## config.mk

```make
export PLATFORM = sky130hd
export DESIGN_NAME = uart_tx_fifo
export DESIGN_NICKNAME = d
export VERILOG_FILES = /design/src/rtl/uart_tx_fifo.sv
export SDC_FILE = /design/constraint.sdc
export NUM_CORES = 1
export LEC_CHECK = 0
export BUFFER_PORTS_ARGS = -buffer_cell sky130_fd_sc_hd__clkbuf_2
export CORE_AREA = 4 4 139 141
export CTS_CLUSTER_DIAMETER = 60
export CTS_CLUSTER_SIZE = 28
export DETAILED_ROUTE_END_ITERATION = 12
export DIE_AREA = 0 0 143 145
export GPL_ROUTABILITY_DRIVEN = 0
export PLACE_DENSITY_LB_ADDON = 0.3
export SLEW_MARGIN = 20
export SYNTH_ARGS = -nofsm -noshare
export SYNTH_HDL_FRONTEND = slang
export SYNTH_SLANG_ARGS = --single-unit
```

## constraint.sdc

```tcl
create_clock -name clk -period 4.7 [get_ports clk]
set_input_delay 0.705 -clock clk [delete_from_list [all_inputs] [get_ports clk]]
set_output_delay 0.705 -clock clk [all_outputs]
set_load 0.03 [all_outputs]
```

## src/rtl/uart_tx_fifo.sv

```systemverilog
// rtl/uart_tx_fifo.sv - byte queue and frame sequencer feeding an 8-bit UART transmitter
// Buffers producer bytes and issues one start strobe per frame, then holds the line idle between frames.

module uart_tx_fifo #(
    parameter int DATA_BITS    = 8,
    parameter int DEPTH        = 16,
    parameter int GAP_CYCLES   = 10417,
    parameter int BUSY_TIMEOUT = 4
) (
    input  logic                   clk,
    input  logic                   rst,
    input  logic [DATA_BITS-1:0]   wr_data,
    input  logic                   wr_valid,
    output logic                   wr_ready,
    input  logic                   tx_busy,
    output logic [DATA_BITS-1:0]   tx_data,
    output logic                   tx_start,
    output logic [$clog2(DEPTH):0] level,
    output logic                   empty,
    output logic                   full,
    output logic                   overflow,
    output logic                   timeout_err
);

    localparam int AW      = $clog2(DEPTH);
    localparam int LW      = AW + 1;
    localparam int CNT_MAX = (GAP_CYCLES > BUSY_TIMEOUT) ? GAP_CYCLES : BUSY_TIMEOUT;
    localparam int CW      = (CNT_MAX < 1) ? 1 : $clog2(CNT_MAX + 1);

    // Terminal values: the counter sits at LAST on the edge that completes the interval.
    localparam logic [CW-1:0] BT_LAST  = CW'((BUSY_TIMEOUT > 0) ? BUSY_TIMEOUT - 1 : 0);
    localparam logic [CW-1:0] GAP_LAST = CW'((GAP_CYCLES > 0) ? GAP_CYCLES - 1 : 0);
    localparam logic [LW-1:0] FULL_LVL = LW'(DEPTH);

    localparam logic [2:0] IDLE      = 3'd0;
    localparam logic [2:0] START     = 3'd1;
    localparam logic [2:0] WAIT_BUSY = 3'd2;
    localparam logic [2:0] WAIT_DONE = 3'd3;
    localparam logic [2:0] GAP       = 3'd4;

    logic [DATA_BITS-1:0] mem [DEPTH];
    logic [AW-1:0]        wr_ptr;
    logic [AW-1:0]        rd_ptr;
    logic [2:0]           state;
    logic [CW-1:0]        cnt;
    logic                 do_write;
    logic                 do_pop;

    assign empty    = (level == '0);
    assign full     = (level == FULL_LVL);
    assign wr_ready = !full;
    assign do_write = wr_valid && !full;
    // Pop decision uses the registered level, so a byte written this edge is never popped this edge.
    assign do_pop   = (state == IDLE) && !empty && !tx_busy;

    always_ff @(posedge clk) begin
        if (do_write) begin
            mem[wr_ptr] <= wr_data;
        end
    end

    always_ff @(posedge clk or posedge rst) begin
        if (rst) begin
            wr_ptr   <= '0;
            level    <= '0;
            overflow <= 1'b0;
        end else begin
            overflow <= wr_valid && full;
            if (do_write) begin
                wr_ptr <= wr_ptr + 1'b1;
            end
            case ({do_write, do_pop})
                2'b10:   level <= level + 1'b1;
                2'b01:   level <= level - 1'b1;
                default: level <= level;
            endcase
        end
    end

    always_ff @(posedge clk or posedge rst) begin
        if (rst) begin
            state       <= IDLE;
            tx_start    <= 1'b0;
            tx_data     <= '0;
            rd_ptr      <= '0;
            cnt         <= '0;
            timeout_err <= 1'b0;
        end else begin
            timeout_err <= 1'b0;
            case (state)
                IDLE: begin
                    if (do_pop) begin
                        tx_data  <= mem[rd_ptr];
                        tx_start <= 1'b1;
                        rd_ptr   <= rd_ptr + 1'b1;
                        state    <= START;
                    end
                end
                START: begin
                    tx_start <= 1'b0;
                    cnt      <= '0;
                    state    <= WAIT_BUSY;
                end
                WAIT_BUSY: begin
                    if (tx_busy) begin
                        state <= WAIT_DONE;
                    end else begin
                        cnt <= cnt + 1'b1;
                        // Transmitter never acknowledged: the popped byte is abandoned.
                        if (cnt == BT_LAST) begin
                            timeout_err <= 1'b1;
                            state       <= IDLE;
                        end
                    end
                end
                WAIT_DONE: begin
                    if (!tx_busy) begin
                        cnt   <= '0;
                        state <= (GAP_CYCLES == 0) ? IDLE : GAP;
                    end
                end
                GAP: begin
                    cnt <= cnt + 1'b1;
                    if (cnt == GAP_LAST) begin
                        state <= IDLE;
                    end
                end
                default: begin
                    tx_start <= 1'b0;
                    state    <= IDLE;
                end
            endcase
        end
    end

endmodule
```

# After elaboration in Yosys (flattened, before gate mapping)
# Memory sizes are Yosys's and may differ from the RTL's. A register that Yosys moved wholly into a read port is not among the register bits.
# Cells that the tools add are included.
word_totals:
  wordCells: 62
  mem_count: 1
  mem_bits_rw: 128
  regBits: 33
  output_inout_bits: 19
classes:
  reduce_logical: 16
  n_bitwise: 1
  mux: 17
  eq_ne: 14
  n_addsub: 5
memory_table:
  columns: ["memory", "depth", "word_bits", "rd", "rd_ports_with_merged_regs", "write_ports", "line", "text"]
  rows:
  - ["mem", 16, 8, 1, 1, 1, "41", "logic [DATA_BITS-1:0] mem [DEPTH];"]
ops:
  columns: ["op", "n"]
  rows:
  - ["14-bit one-hot mux with 4 select lines", 1]
  - ["14-bit two-way mux", 2]
  - ["3-bit two-way mux", 5]
  - ["3-bit one-hot mux with 5 select lines", 1]
  - ["14-bit by 1-bit adder with 14-bit output (second input constant)", 1]
  - ["14-bit == test (second input constant)", 1]
  - ["14-bit by 2-bit == test with 1-bit output (second input constant)", 1]
  - ["5-bit one-hot mux with 2 select lines", 1]
  - ["4-bit by 1-bit adder with 4-bit output (second input constant)", 2]
  - ["2-bit != test (second input constant)", 4]
  - ["3-bit by 2-bit == test with 1-bit output (second input constant)", 2]
  - ["1-bit two-way mux", 6]
  - ["5-bit by 1-bit adder with 5-bit output (second input constant)", 1]
  - ["5-bit == test (second input constant)", 1]
  - ["5-bit logical NOT", 1]
  - ["5-bit by 1-bit subtractor with 5-bit output (second input constant)", 1]
  - ["1-bit logical AND", 4]
  - ["2-bit AND reduction", 2]
  - ["4-bit AND reduction", 1]
  - ["4-bit nonzero test", 1]
  - ["3-bit by 1-bit == test with 1-bit output (second input constant)", 1]
  - ["3-bit == test (second input constant)", 1]
  - ["1-bit logical NOT", 3]
  - ["3-bit logical NOT", 1]
  - ["other kinds (8)", 8]

# Longest topological paths before layout
# Gate-level depths: netlist of the first run.
depth:
  word_depth: 6
  depth_mapped: 13
  depth_no_buf: 10

# Least setup slack after synthesis of the first run
# OpenSTA, ideal clock, no wires.
synth_path:
  path_type: "reg2reg"
  from: "register level[2]"
  to: "register level[4]"
  period_less_slack_ns: 3.611
  stages_incl_launch_ff: 14
  setup_ns: 0.076
  setup_slack_ns: 1.089
  arrival_ns: 3.534
  cell_sequence: "dfrtp_1 buf_2 or4_4 o21ai_4 inv_2 clkbuf_1 ha_1 clkbuf_1 xor2_1 ha_1 a31o_1 or4b_1 a311o_1 o21ai_1"
synth_between:
  elab_chain_cells: 6
synth_rtl:
  columns: ["item", "line", "text"]
  rows:
  - ["start: declaration", "18", "output logic [$clog2(DEPTH):0] level,"]
  - ["start signal: assignment", "73", "2'b10: level <= level + 1'b1;"]
  - ["start signal: assignment", "74", "2'b01: level <= level - 1'b1;"]
  - ["start signal: assignment", "75", "default: level <= level;"]
  - ["5-bit logical NOT", "49", "assign empty = (level == '0);"]
  - ["1-bit logical NOT", "54", "assign do_pop = (state == IDLE) && !empty && !tx_busy;"]
  - ["1-bit logical AND (2 in a row)", "54", null]
  - ["2-bit by 1-bit == test with 1-bit output / 2-bit == test (equally long branches)", "72", "case ({do_write, do_pop})"]
  - ["5-bit one-hot mux with 2 select lines / 2-bit nonzero test (equally long branches)", null, null]
# Parallel ways exist; a longest one is shown, timed or not.
# A chain may end at the register's enable or synchronous reset.

# Final worst setup path of the first run
layout_path:
  from: "register level[1]"
  to: "register level[4]"
# Same word-level chain as after synthesis.

==> impl_metrics.py, run 1 <==
metrics = {
    "outcome": {
        "status": "finished clean",
    },
    "global_routing": {
        "antenna_found_initial": 0,
        "grt_pass1_vias": 3789,
        "grt_usage_pct": 13.8,
        "grt_max_degree": 42,
        "grt_overflow": 0,
        "grt_pass1_wl_um": 21800,
    },
    "timing": {
        "period_share_pct": 78.7,
        "fin_hold_ws_ps": 376,
        "worst_slack_ps": 1000,
        "rsz0062_at_grt": "false",
        "final.min_clock_period_ps": 3700,
        "final.setup_skew_ps": 10.3,
        "setup_tns_ps": 0,
        "setup_viol": 0,
        "fmax_ghz": 0.270,
        "worst_pin_slew_ps": 647,
        "report.final.slew_viol_count": 0,
        "hold_viol": 0,
        "slew_headroom_pct": 56.8,
    },
    "place": {
        "dpl_worst_slack_ps": 989,
        "dp_hpwl_um": 8910,
        "place_inst": 677,
        "placed_cell_area_um2": 7480,
        "port_buffers": 30,
    },
    "worst_setup_path": {
        "worstPathMaxFanout": 16,
        "crit_family": "simple AND/OR/NAND/NOR gates",
        "crit_buf_inv": 1,
        "crit_chain": "or4_4 -> o21ai_4 -> inv_2 -> ha_1 -> xor2_1 -> ha_1 -> a31o_1 -> or4b_1 -> a311o_1 -> o21ai_1",
        "r2r_start": "level[1]",
        "critPathMostFrequentCell": "ha_1",
        "end_kind": "register",
        "critical-path-max-stage-delay_ps": 590,
        "cpMaxStageDelayCell": "or4_4",
        "cp.required_ps": 5050,
        "crit_type": "register to register",
        "crit_path_start_kind": "register",
        "cp-startpoint": "level[1]",
        "worstPathArrival_ps": 4050,
    },
    "cells_and_area": {
        "stdcell_area_um2": 8050,
        "area_growth_pct": 13.1,
        "n_antenna_cell": 0,
        "final_util_pct": 44.8,
        "finalNetCount": 488,
        "drive_above_1_share_pct": 23.3,
        "stdcell_count": 709,
    },
    "die": {
        "core_area_um2": 18000,
        "die_x_um": 143,
        "rows": 49,
        "io_pins": 31,
        "initial_core_util_pct": 39.6,
        "die_h_um": 145,
        "fp.dieArea_um2": 20700,
    },
    "routing": {
        "routed_via_density": 5.28,
        "vias": 3743,
        "drt_iter0_drc": 252,
        "finalWirelength_um": 13500,
        "dr.pass1.iters": 4,
        "drtAntennaViolNets": 0,
        "wire_per_inst_um": 19.0,
        "drc": 0,
    },
    "yosys": {
        "syn_area_per_cell_um2": 16.3,
        "syn_inst": 437,
        "synth-edff-count": 128,
        "synth_compound_area_share_pct": 2.71,
        "yosys.area.top_type": "edfxtp_1",
        "yosysMostFrequentCell": "edfxtp_1",
        "synth_top_family_by_area": "multiplexers",
        "yosys_most_used_dff": "edfxtp_1",
        "synthTopCellsByCount": "edfxtp_1, nand2_1, dfrtp_1",
        "synth_xor_area_share_pct": 2.71,
        "ys_warn_count": 0,
        "ys_seq_elements": 169,
        "synth_cell_types": 45,
        "synthMuxAreaShare_pct": 13.1,
        "synth-simple-area-share_pct": 9.06,
        "synthesis.area_um2": 7120,
        "synth_adder_area_share_pct": 1.72,
        "async_flop_share_pct": 24.3,
        "yosysTopAreaCellShare_pct": 54.0,
        "ys_seq_area_share_pct": 68.4,
        "syn_nets": 458,
        "netlist_top_cells_area": "edfxtp_1, dfrtp_1, mux4_2, nand2_1, xnor2_1",
    },
    "clock_tree": {
        "cts_resized": 0,
        "cts-root-buf": "clkbuf_16",
        "cts_max_level": 4,
        "clock_latency_ps": 430,
        "clkTransAtPathRegs_ps": 70,
        "cts_num_sinks": 169,
        "cts_made_buffers": 17,
        "max-clock-path-buffers": 2,
        "cts_tree": "built",
        "holdBufCountCts": 0,
        "post_cts_buffers": 0,
    },
    "run": {
        "maxCapViolations": 0,
    },
    "power_and_ir_drop": {
        "irDropWorstVdd_v": 0.000250,
        "p_leak_nw": 2.85,
        "powerDensity_nw_per_um2": 599,
        "finalPower_mw": 4.82,
    },
    "worst_hold_path": {
        "hold_path_class": "input pin to asynchronous set/reset pin",
    },
}
==> placed cells by master, fill, tap and decap left out, types with 2 or more instances in the layout <==
| cell type | instances |
|---|---|
| and4_1 | 4 |
| inv_8 | 3 |
| o21ai_1 | 2 |
| or4_1 | 4 |
| and3_1 | 6 |
| nor3_1 | 10 |
| nor4_2 | 2 |
| nand3_1 | 4 |
| o2111ai_1 | 4 |
| or4b_1 | 2 |
| o21ai_0 | 7 |
| nor2_1 | 20 |
| nand2_1 | 49 |
| nor4_1 | 3 |
| buf_4 | 4 |
| clkbuf_16 | 17 |
| and2_1 | 10 |
| mux2_2 | 2 |
| mux4_2 | 40 |
| clkinv_8 | 2 |
| clkbuf_2 | 30 |
| nand4_1 | 4 |
| ha_1 | 9 |
| inv_6 | 5 |
| dfrtp_1 | 40 |
| clkinv_1 | 2 |
| inv_1 | 14 |
| a21oi_1 | 7 |
| xor2_1 | 3 |
| edfxtp_1 | 128 |
| a31o_1 | 2 |
| or3_1 | 2 |
| xnor2_1 | 19 |
==> flip-flops by register name (all words and copies together) (netlist names), 3 cells and up <==
| signal | count |
|---|---|
| state | 3 |
| mem | 128 |
| cnt | 14 |
| rd_ptr | 4 |
| tx_data | 8 |
| wr_ptr | 4 |
| level | 5 |
==> power breakdown <==
| group | switching (mW) | total [mW] | internal [mW] |
|---|---|---|---|
| Clock | 0.620 | 1.32 | 0.702 |
| Combinational | 0.749 | 1.39 | 0.637 |
| Sequential | 0.270 | 2.11 | 1.84 |
==> tightest hold or removal path: cells and delay by family <==
| family | cells | cell delay [ps] |
|---|---|---|
| buffers and inverters | 3 | 540 |
==> cell type report <==
cell class              instances  area, um2
repair buffers                 34        180
well taps                     229        287
clock buffers                  18        429
clock inverters                14        135
multi-input cells             229       2090
fillers                      1549       9920
flip-flops and latches        169       4870
inverters                      16       60.1
==> cells by family (layout without fill, tap and decap cells) <==
group                      count (synthesis)  count (layout)
DFF                                      169             169
and+or+nand+nor                          126             126
muxes                                     43              43
buffers and inverters                     39              82
AOI/OAI and AO/OA                         28              28
xor gates and xnor gates                  22              22
adders and majority gates                 10              10
==> worst paths after layout <==
check / to / slack, ps / cells past startpoint
max in group asynchronous: rd_ptr[0] / 3940 / 3
max reg2reg: level[4] / 1000 / 10
min: tx_data[1] / 380 / 3
max: level[4] / 1000 / 10
min reg2reg: tx_data[5] / 490 / 2
min in group clk: tx_data[5] / 490 / 2
==> routing by layer <==
metal / vias up / part of all wire (%) / track usage [%]
met5: - / 0 / 0
met4: 0 / 1.1 / 4.85
met3: 13 / 4.3 / 3.03
met2: 74 / 49 / 21.6
met1: 1920 / 45 / 19.3
li1: 1736 / - / -
No activity file was read; power rests on OpenSTA's default activity.
==> inputs of run 2 (changes only) <==
==> constraint.sdc (replaced) <==
create_clock -name clk -period 3.85 [get_ports clk]
set_input_delay 0.5775 -clock clk [delete_from_list [all_inputs] [get_ports clk]]
set_output_delay 0.5775 -clock clk [all_outputs]
set_load 0.03 [all_outputs]
==> run 2 against run 1 <==
Flip-flop and latch count stayed put; clock skew is 6.4 ps higher; total power is 24% higher; sequential share of layout area is 0.25 points lower; final cell count stayed put; global-route usage is 0.27 points higher; clock power is 26% higher; sequential power is 23% higher; via count is 1.1% lower; critical path type unchanged; critical endpoint unchanged; largest cell class unchanged; largest power group unchanged.
==> impl_metrics.py, run 2 (synthesis results as in run 1) <==
metrics = {
    "global_routing": {
        "antenna_found_initial": 0,
        "grt_max_degree": 42,
        "grt_pass1_wl_um": 22200,
        "grt_pass1_vias": 3845,
        "grt_usage_pct": 14.1,
        "grt_overflow": 0,
    },
    "worst_setup_path": {
        "critPathCapture": "level[4]",
        "cp.required_ps": 4200,
        "r2r_start": "state[0]",
        "end_kind": "register",
        "cp-startpoint": "state[0]",
        "worstPathMaxFanout": 14,
        "worstRegToRegCells": 10,
        "rrSetupSlack_ps": 480,
        "crit_path_start_kind": "register",
        "crit_type": "register to register",
        "r2r_end": "level[4]",
        "worstPathArrival_ps": 3720,
    },
    "die": {
        "rows": 49,
        "io_pins": 31,
        "fp.dieArea_um2": 20700,
        "die_x_um": 143,
        "die_h_um": 145,
        "initial_core_util_pct": 39.6,
        "core_area_um2": 18000,
    },
    "cells_and_area": {
        "top_register": "mem",
        "final_util_pct": 45.0,
        "finalNetCount": 489,
        "seq_area_um2": 4870,
        "multi_input_area_um2": 2090,
        "final_cell_mix": "edfxtp_1, nand2_1, mux4_2, dfrtp_1, clkbuf_2",
        "reg_top3": "mem (128), cnt (14), tx_data (8)",
        "area_growth_pct": 13.6,
        "fillers": 1535,
        "drive_above_1_share_pct": 23.8,
        "mostFrequentLayoutCell": "edfxtp_1",
        "largest_reg_flops": 128,
        "n_antenna_cell": 0,
    },
    "routing": {
        "vias": 3701,
        "routed_via_density": 5.22,
        "drtAntennaViolNets": 0,
        "drt_iter0_drc": 296,
        "wire_per_inst_um": 19.5,
        "drc": 0,
        "finalWirelength_um": 13800,
        "dr.pass1.iters": 4,
    },
    "timing": {
        "rsz0062_at_grt": "false",
        "slew_headroom_pct": 54.0,
        "period_share_pct": 87.4,
        "final.min_clock_period_ps": 3370,
        "fmax_ghz": 0.297,
        "setup_viol": 0,
        "setup_tns_ps": 0,
        "report.final.slew_viol_count": 0,
        "final.setup_skew_ps": 16.7,
        "hold_viol": 0,
        "worst_pin_slew_ps": 689,
    },
    "power_and_ir_drop": {
        "p_comb_share_pct": 28.8,
        "swShare_pct": 34.3,
        "p_clk_share_pct": 27.8,
        "powerDensity_nw_per_um2": 738,
        "power_frac_seq_pct": 43.4,
        "p_int_mw": 3.91,
        "irDropWorstVdd_v": 0.000526,
        "p_sw_mw": 2.05,
        "p_leak_nw": 2.86,
    },
    "clock_tree": {
        "cts_made_buffers": 17,
        "clock_latency_ps": 430,
        "cts_num_sinks": 169,
        "post_cts_buffers": 0,
        "clkTransAtPathRegs_ps": 70,
        "holdBufCountCts": 0,
        "cts_max_level": 4,
        "cts_resized": 0,
        "cts-root-buf": "clkbuf_16",
        "cts_tree": "built",
        "max-clock-path-buffers": 2,
    },
    "outcome": {
        "status": "finished clean",
    },
    "worst_hold_path": {
        "hold_path_class": "input pin to asynchronous set/reset pin",
    },
    "place": {
        "port_buffers": 30,
        "dp_hpwl_um": 9080,
    },
    "run": {
        "maxCapViolations": 0,
    },
}
==> run 2: how the worst min path moves through the flow <==
stage | end | slack, ps
after global routing | tx_data[7] | 310
after global placement | tx_data[6] | 460
after CTS | tx_data[7] | 260
after detailed placement | tx_data[5] | 470
after floorplan | cnt[1] | 500
final | tx_data[7] | 250
==> run 2: per-layer routing <==
metal	vias up	global-route usage, %	part of all wire, %
li1	1731	-	-
met1	1890	20.3	47
met2	73	21.4	48
met3	7	3.65	4.5
met4	0	3.85	0.70
met5	-	0	0
==> run 2: final cells by class <==
type,instances,area share (%)
clock inverter,14,1.89
sequential,169,60.3
tap,229,3.55
multi-input combinational,229,25.8
clock buffer,17,5.26
inverter,16,0.743
timing repair buffer,35,2.48
==> run 2: power groups by stage <==
stage,logic (mW),registers (mW),clock network (mW)
6_report,1.72,2.59,1.66
5_1_grt,1.88,2.65,1.77
4_1_cts,1.75,2.59,1.68
3_5_place_dp,1.74,2.63,0
3_3_place_gp,1.70,2.60,0
2_1_floorplan,1.31,2.56,0
==> run 2: through the flow <==
| stage | area [um2] | worst slack (ps) | cells | hold slack, ps | power [mW] |
|---|---|---|---|---|---|
| global placement | 7500 | 503 | 678 | 462 | 4.31 |
| floorplan | 7120 | 239 | 437 | 504 | 3.86 |
| finish | 8080 | 485 | 709 | 246 | 5.96 |
| global route | 8080 | 253 | 709 | 307 | 6.30 |
| detailed placement | 7500 | 387 | 678 | 465 | 4.37 |
| CTS | 8080 | 468 | 709 | 264 | 6.03 |
==> run 2: worst max-delay path, cell delays in order, from the launching register on <==
cell and delay [ps]:
dfrtp_1 530, nor4_2 500, o21ai_4 110, inv_2 190, ha_1 420, xor2_1 140, ha_1 200, a31o_1 230
or4b_1 530, a311o_1 370, o21ai_1 70
==> inputs of run 3 (changes only) <==
--- a/config.mk
+++ b/config.mk
@@ -7,8 +7,9 @@
 export LEC_CHECK = 0
 export BUFFER_PORTS_ARGS = -buffer_cell sky130_fd_sc_hd__clkbuf_2
 export CORE_AREA = 4 4 139 141
+export CTS_BUF_LIST = sky130_fd_sc_hd__clkbuf_8
 export CTS_CLUSTER_DIAMETER = 60
-export CTS_CLUSTER_SIZE = 28
+export CTS_CLUSTER_SIZE = 24
 export DETAILED_ROUTE_END_ITERATION = 12
 export DIE_AREA = 0 0 143 145
 export GPL_ROUTABILITY_DRIVEN = 0
==> run 3 against run 2 <==
Combinational power about the same; critical path depth unchanged; core utilization down 1.1 points; non-clock buffer count unchanged; total power down 7.3%; first-iteration DRC count down 17%; design area down 2.4%; clock power down 27%; clock skew down 1.8 ps.
==> impl_metrics.py, run 3 (synthesis results as in run 1) <==
metrics = {
    "clock_tree": {
        "cts_max_level": 4,
        "cts_resized": 0,
        "cts_tree": "built",
        "holdBufCountCts": 0,
        "cts-root-buf": "clkbuf_8",
        "clock_latency_ps": 460,
        "post_cts_buffers": 0,
        "max-clock-path-buffers": 2,
        "cts_made_buffers": 17,
        "cts_num_sinks": 169,
        "clkTransAtPathRegs_ps": 100,
    },
    "routing": {
        "drt_iter0_drc": 246,
        "drc": 0,
        "dr.pass1.iters": 5,
        "wire_per_inst_um": 19.5,
        "routed_via_density": 5.24,
        "drtAntennaViolNets": 0,
        "vias": 3714,
        "finalWirelength_um": 13800,
    },
    "worst_hold_path": {
        "hold_path_class": "input pin to asynchronous set/reset pin",
    },
    "worst_setup_path": {
        "rrSetupSlack_ps": 480,
        "critPathMostFrequentCell": "ha_1",
        "critical-path-max-stage-delay_ps": 590,
        "end_kind": "register",
        "worstPathArrival_ps": 3760,
        "cpMaxStageDelayCell": "or4_4",
        "crit_chain": "or4_4 -> o21ai_4 -> inv_2 -> ha_1 -> xor2_1 -> ha_1 -> a31o_1 -> or4b_1 -> a311o_1 -> o21ai_1",
        "crit_path_start_kind": "register",
        "worstPathMaxFanout": 12,
        "crit_family": "simple AND/OR/NAND/NOR gates",
        "cp.required_ps": 4240,
        "crit_buf_inv": 1,
        "crit_type": "register to register",
    },
    "timing": {
        "worst_pin_slew_ps": 690,
        "setup_viol": 0,
        "slew_headroom_pct": 53.9,
        "fin_hold_ws_ps": 201,
        "final.setup_skew_ps": 14.9,
        "fmax_ghz": 0.297,
        "setup_tns_ps": 0,
        "hold_viol": 0,
        "report.final.slew_viol_count": 0,
        "final.min_clock_period_ps": 3370,
        "period_share_pct": 87.4,
        "worst_slack_ps": 483,
        "rsz0062_at_grt": "false",
    },
    "global_routing": {
        "grt_max_degree": 42,
        "grt_pass1_vias": 3852,
        "grt_pass1_wl_um": 22000,
        "grt_usage_pct": 14.1,
        "antenna_found_initial": 0,
        "grt_overflow": 0,
    },
    "cells_and_area": {
        "top_register": "mem",
        "seq_area_um2": 4870,
        "stdcell_count": 709,
        "fillers": 1567,
        "mostFrequentLayoutCell": "edfxtp_1",
        "final_cell_mix": "edfxtp_1, nand2_1, mux4_2, dfrtp_1, clkbuf_2",
        "area_growth_pct": 10.9,
        "largest_reg_flops": 128,
        "drive_above_1_share_pct": 23.8,
        "finalNetCount": 489,
        "n_antenna_cell": 0,
        "multi_input_area_um2": 2090,
        "reg_top3": "mem (128), cnt (14), tx_data (8)",
    },
    "power_and_ir_drop": {
        "p_clk_share_pct": 22.1,
        "irDropWorstVdd_v": 0.000419,
        "p_leak_nw": 2.78,
        "p_int_mw": 3.53,
        "power_frac_seq_pct": 46.7,
        "p_comb_share_pct": 31.2,
        "swShare_pct": 36.1,
        "p_sw_mw": 1.99,
        "powerDensity_nw_per_um2": 700,
    },
    "die": {
        "rows": 49,
        "core_area_um2": 18000,
        "die_h_um": 145,
        "fp.dieArea_um2": 20700,
        "io_pins": 31,
        "die_x_um": 143,
        "initial_core_util_pct": 39.6,
    },
    "place": {
        "port_buffers": 30,
        "dp_hpwl_um": 9080,
        "dpl_worst_slack_ps": 387,
        "place_inst": 678,
    },
    "run": {
        "maxCapViolations": 0,
    },
    "outcome": {
        "status": "finished clean",
    },
}
==> run 3: tightest hold or removal path: stages <==
cell and delay [ps]:
clkbuf_2 80, clkinv_1 30, buf_4 420
==> run 3: routing by layer <==
metal	global-route usage (%)	part of all wire [%]	routed length [um]	up-vias
met4	3.71	0.77	106	0
li1	-	-	-	1728
met1	19.8	46	6420	1921
met2	21.8	49	6770	56
met3	4.05	3.8	519	9
met5	0	0	0	-
==> run 3: worst paths after layout <==
path,from,depth (start not counted),end
setup / recovery,level[1],10,level[4]
hold / removal,rst,3,tx_data[0]
setup reg to reg,level[1],10,level[4]
hold reg to reg,tx_data[5],2,tx_data[5]
max in group asynchronous,rst,3,rd_ptr[0]
min in group clk,wr_valid,3,overflow
==> run 3: final cells by class <==
cell class	instances	share of cell area [%]
clock inverters	14	1.93
repair buffers	35	2.54
flip-flops and latches	169	61.7
well taps	229	3.63
clock buffers	17	2.97
multi-input cells	229	26.4
inverters	16	0.761
==> run 3: power by group through the flow <==
stage | registers, mW | clock network [mW] | logic [mW]
CTS | 2.59 | 1.25 | 1.75
floorplan | 2.56 | 0 | 1.31
global placement | 2.60 | 0 | 1.70
finish | 2.58 | 1.22 | 1.72
global route | 2.65 | 1.33 | 1.88
detailed placement | 2.63 | 0 | 1.74
==> run 3: metrics by stage <==
| stage | util (%) | instance area [um2] | power (mW) |
|---|---|---|---|
| global route | 43.9 | 7890 | 5.85 |
| detailed placement | 41.8 | 7500 | 4.37 |
| CTS | 43.9 | 7890 | 5.59 |
| floorplan | - | 7120 | 3.86 |
| global placement | 41.8 | 7500 | 4.31 |
| finish | 43.9 | 7890 | 5.52 |
